===== src/rtl/pc_fetch_unit_if.sv =====
// pc_fetch_unit_if: instruction-memory read handshake between the fetch unit (master) and imem (slave).
interface pc_fetch_unit_if #(parameter int ADDR_W = 32);
  logic              imem_read;
  logic [ADDR_W-1:0] imem_addr;
  logic [31:0]       imem_readdata;
  logic              imem_busywait;
  modport master (output imem_read, imem_addr, input imem_readdata, imem_busywait);
  modport slave  (input imem_read, imem_addr, output imem_readdata, imem_busywait);
endinterface


===== src/rtl/pc_fetch_unit.sv =====
// pc_fetch_unit: PC owner and imem fetch front end feeding the IF register; FETCH_PERF_CNT_EN adds fetch/stall counters.
module pc_fetch_unit #(
  parameter int                ADDR_W   = 32,
  parameter logic [ADDR_W-1:0] RESET_PC = '0
) (
  input  logic              clk,
  input  logic              reset,
  input  logic              branch_jump_signal,
  input  logic [ADDR_W-1:0] branch_target,
  input  logic              busywait,
  input  logic              hold,
  pc_fetch_unit_if.master   imem,
  output logic [ADDR_W-1:0] pc_out,
  output logic [ADDR_W-1:0] pc_4_out,
  output logic [31:0]       instruction_out,
  output logic              busywait_imem
`ifdef FETCH_PERF_CNT_EN
  ,
  output logic [31:0]       fetch_count,
  output logic [31:0]       stall_count
`endif
);
  localparam logic [1:0] RST = 2'd0, FETCH = 2'd1, DISCARD = 2'd2, BUFFERED = 2'd3;
  logic [1:0]        state;
  logic [ADDR_W-1:0] pc, fetch_addr, pc_4;
  logic [31:0]       ibuf;
  logic              stall, br, ibw, fetch_valid, done;
  always_comb begin
    stall           = busywait | hold;
    br              = branch_jump_signal;
    ibw             = imem.imem_busywait;
    pc_4            = pc + ADDR_W'(4);
    done            = (state == FETCH) & ~ibw;
    fetch_valid     = done | (state == BUFFERED);
    imem.imem_read  = (state == FETCH) | (state == DISCARD);
    imem.imem_addr  = fetch_addr;
    pc_out          = pc;
    pc_4_out        = pc_4;
    instruction_out = done ? imem.imem_readdata : (state == BUFFERED) ? ibuf : 32'd0;
    busywait_imem   = ~fetch_valid;
  end
  always_ff @(posedge clk or posedge reset) begin
    if (reset) begin
      state      <= RST;
      pc         <= RESET_PC;
      fetch_addr <= RESET_PC;
      ibuf       <= '0;
    end else begin
      case (state)
        RST: state <= FETCH;
        FETCH:
          if (br) begin
            pc <= branch_target;
            if (ibw) state <= DISCARD;
            else fetch_addr <= branch_target;
          end else if (!ibw) begin
            if (stall) begin
              ibuf  <= imem.imem_readdata;
              state <= BUFFERED;
            end else begin
              pc         <= pc_4;
              fetch_addr <= pc_4;
            end
          end
        DISCARD: begin
          if (br) pc <= branch_target;
          if (!ibw) begin
            fetch_addr <= br ? branch_target : pc;
            state      <= FETCH;
          end
        end
        default:
          if (br || !stall) begin
            pc         <= br ? branch_target : pc_4;
            fetch_addr <= br ? branch_target : pc_4;
            state      <= FETCH;
          end
      endcase
    end
  end
`ifdef FETCH_PERF_CNT_EN
  always_ff @(posedge clk or posedge reset) begin
    if (reset) begin
      fetch_count <= '0;
      stall_count <= '0;
    end else begin
      if (fetch_valid && !stall && !br && fetch_count != '1) fetch_count <= fetch_count + 32'd1;
      if ((state == DISCARD || (state == FETCH && ibw)) && stall_count != '1) stall_count <= stall_count + 32'd1;
    end
  end
`endif
endmodule


===== src/flat_wrapper.sv =====
// flat-port wrapper written by rule: the top's interface ports become plain ports
module pc_fetch_unit_flat 
#(
  parameter int                ADDR_W   = 32,
  parameter logic [ADDR_W-1:0] RESET_PC = '0
)
  (clk, reset, branch_jump_signal, branch_target, busywait, hold, pc_out, pc_4_out, instruction_out, busywait_imem, imem_imem_read, imem_imem_addr, imem_imem_readdata, imem_imem_busywait);
  pc_fetch_unit_if #(.ADDR_W(ADDR_W)) imem_i ();
  input  logic clk;
  input  logic reset;
  input  logic branch_jump_signal;
  input  logic [ADDR_W-1:0] branch_target;
  input  logic busywait;
  input  logic hold;
  output logic [ADDR_W-1:0] pc_out;
  output logic [ADDR_W-1:0] pc_4_out;
  output logic [31:0] instruction_out;
  output logic busywait_imem;
  output wire logic [$bits(imem_i.imem_read)-1:0] imem_imem_read;
  output wire logic [$bits(imem_i.imem_addr)-1:0] imem_imem_addr;
  input wire logic [$bits(imem_i.imem_readdata)-1:0] imem_imem_readdata;
  input wire logic [$bits(imem_i.imem_busywait)-1:0] imem_imem_busywait;
  assign imem_imem_read = imem_i.imem_read;
  assign imem_imem_addr = imem_i.imem_addr;
  assign imem_i.imem_readdata = imem_imem_readdata;
  assign imem_i.imem_busywait = imem_imem_busywait;
  pc_fetch_unit #(.ADDR_W(ADDR_W), .RESET_PC(RESET_PC)) u_core (.clk(clk), .reset(reset), .branch_jump_signal(branch_jump_signal), .branch_target(branch_target), .busywait(busywait), .hold(hold), .imem(imem_i), .pc_out(pc_out), .pc_4_out(pc_4_out), .instruction_out(instruction_out), .busywait_imem(busywait_imem));
endmodule

===== config.mk =====
export PLATFORM = sky130hd
export DESIGN_NAME = pc_fetch_unit_flat
export DESIGN_NICKNAME = d
export VERILOG_FILES = /design/src/rtl/pc_fetch_unit_if.sv /design/src/rtl/pc_fetch_unit.sv /design/src/flat_wrapper.sv
export SDC_FILE = /design/constraint.sdc
export NUM_CORES = 1
export LEC_CHECK = 0
export ABC_AREA = 1
export BUFFER_PORTS_ARGS = -buffer_cell sky130_fd_sc_hd__buf_2
export CORE_UTILIZATION = 35
export CTS_CLUSTER_DIAMETER = 120
export DETAILED_ROUTE_END_ITERATION = 8
export PLACE_DENSITY = 0.71
export SETUP_SLACK_MARGIN = 0.2
export SYNTH_ARGS = -nofsm -noshare
export SYNTH_HDL_FRONTEND = slang
export SYNTH_SLANG_ARGS = --single-unit

===== constraint.sdc =====
create_clock -name clk -period 5.4 [get_ports clk]
set_clock_uncertainty 0.05 [all_clocks]
set_input_delay 0.81 -clock clk [delete_from_list [all_inputs] [get_ports clk]]
set_output_delay 0.81 -clock clk [all_outputs]
set_load 0.005 [all_outputs]

==> metrics.csv <==
metric,value,unit
status,"finished, final reports clean",
port_buffers,199,
drt_iter0_drc,365,
synth.area.top_cells,"dfrtp_1 (44%), nand2_1 (21%), inv_1 (6.1%)",
total_power,3962,uW
fillers,1596,
drc,0,
yosys_warnings,0,
leakage,0.003749,uW
die_h,128.4,um
htreeDepth,3,
vdd_ir_drop_max,0.2415,mV
die-width,128.4,um
coreArea,0.01543,mm^2
vias,5847,
place.gp.congestion,0.9091,
layout_commonest_cell,nand2_1,
crit_type,flop to output pin,
multi_input_area,0.002624,mm^2
wire_per_inst,15.14,um
final-setup-viol-count,0,
rsz0062_at_grt,no,
grt_max_degree,56,
diodes,0,
r2r_start,u_core.state[0]$_DFFE_PP0P_,
grt_pass1_vias,5489,
hpwl,12790,um
cts_post_setup_buffers_inserted,0,
globalRoute.totalOverflow,0,
required,4.54,ns
hold_slack,0.4239,ns
ys_ff_latch,98,
postCtsHoldBufs,0,
placed_cell_area,0.006744,mm^2
mostFrequentLayoutCells,"nand2_1 (308), buf_2 (199), dfrtp_1 (98), inv_1 (90), o22ai_1 (47)",
yosys.area.top_type_share,0.4384,
post-place-ws,1.848,ns
fin_crit,3.555,ns
cp_data_arrival_time,2.69,ns
synth_nets,864,
antenna_found_initial,0,
cts.clk_slew.worst_paths,0.07,ns
finalWorstSetupSlack,1.845,ns
clock-sinks,98,
relSlewSlack,0.2544,
cts_tree,yes,
finalSetupTns,0,ns
slew_violations,0,
maxCapViolations,0,
ios,200,
syn_area,0.005594,mm^2
ys_types,27,
drt_pre_antenna_iters,5,
track_usage,0.2234,
nets,1043,
vias_per_cell,4.938,
p_per_area,564.2,mW/mm^2
synth_top_area_cell,dfrtp_1,
worstHoldStart,u_core.imem.imem_addr[25]$_DFFE_PP0P_,
dieArea,0.01649,mm^2
worst_pin_slew,1.117,ns
seq_area,0.002452,mm^2
fmax,281.3,MHz
start_kind,flop,
hp-class,flop to flop,
start_util,0.3626,
met2_usage,0.3768,
busiest_layer,met2,
layout-drive-gt1-share,0.2395,
r2r_cells,12,
avgSynthCellArea,7.090,um^2
grt_use_met3,0.06071,
grt_pass1_wl,28170,um
cts_made_buffers,9,
critPathMaxFanout,44,
drt_wl_total,17920,um
cts_resized,0,
num_rows,45,
syn_to_final_growth,25.52,%
hold_viol_final,0,
cts_root_buf,clkbuf_16,
worstSetupStartpoint,u_core.state[1]$_DFFE_PP0P_,
min_path_cells,2,
synthCells,789,
fin_area,0.007022,mm^2
ant_nets,0,
post-route-period-util,0.6583,
clock_latency,0.36,ns
yosysSeqAreaShare,0.4384,
use_met1,0.2727,
clockBufferDepth,2,
cp-end-kind,output pin,
-- path summary, 6_finish.rpt --
path / slack, ns / to
worst max-delay path: 1.85 / instruction_out[19]
worst min-delay path: 0.42 / u_core.imem.imem_addr[25]$_DFFE_PP0P_
worst max register to register: 2.63 / u_core.imem.imem_addr[16]$_DFFE_PP0P_
worst min register to register: 0.42 / u_core.imem.imem_addr[25]$_DFFE_PP0P_
max in group asynchronous: 3.69 / u_core.pc_out[31]$_DFFE_PP0P_
min in group asynchronous: 0.46 / u_core.ibuf[1]$_DFFE_PP0P_
-- per-layer routing --
layer / wire (um) / vias to the layer above
met1: 7651 / 2698
met4: 406 / 0
met5: 0 / -
li1: - / 2886
met2: 8361 / 236
met3: 1504 / 27
-- report_power, final --
part | internal (uW) | total (uW) | switching [uW] | leakage [uW]
logic | 754 | 1940 | 1190 | 0.00241
registers | 1090 | 1400 | 301 | 0.00120
clock network | 316 | 626 | 310 | 0.000136
-- final cells by class --
cell class	instances	area share
repair buffers	205	0.1483
well taps	211	0.03760
multi-input cells	558	0.3737
clock buffers	9	0.03207
inverters	96	0.05168
clock inverters	7	0.007484
flip-flops and latches	98	0.3493
-- registers in the layout (all words and copies together) (netlist names) --
register / count
u_core.pc_out: 32
u_core.imem.imem_addr: 32
u_core.state: 2
u_core.ibuf: 32
-- per-stage QoR --
step	cells	utilization
floorplan	789	-
global placement	1168	0.4371
detailed placement	1168	0.4371
CTS	1184	0.4552
global route	1184	0.4552
finish	1184	0.4552
-- kinds of logic after synthesis --
group | after synthesis | synth area share
and+or+nand+nor | 408 | 0.2910
DFF | 98 | 0.4384
xor gates and xnor gates | 11 | 0.01722
adders and majority gates | 5 | 0.01118
AOI/OAI and AO/OA | 134 | 0.1478
buffers and inverters | 133 | 0.09438
-- cell usage after synthesis --
master / n
nand2_1: 308
dfrtp_1: 98
inv_1: 91
nor2_1: 48
o22ai_1: 47
o21ai_0: 41
nand3_1: 39
o31ai_1: 32
clkbuf_1: 20
buf_2: 14
o21bai_1: 6
xnor2_1: 6
a21oi_1: 5
and2_1: 5
ha_1: 5
xor2_1: 5
inv_2: 4
buf_4: 3
nor2_2: 3
o21ai_1: 2
clkinv_1: 1
nand3b_1: 1
nand4_1: 1
nor2_4: 1
nor3_1: 1
nor3_4: 1
o211ai_1: 1
-- critical path, stage by stage, from the launching register on --
cell	delay [ns]
dfrtp_1	0.43
inv_1	0.12
ha_1	0.19
inv_1	0.11
nor2_4	0.70
buf_4	0.38
nand2_1	0.12
o31ai_1	0.09
buf_2	0.17
No activity file was read; power rests on OpenSTA's default activity.
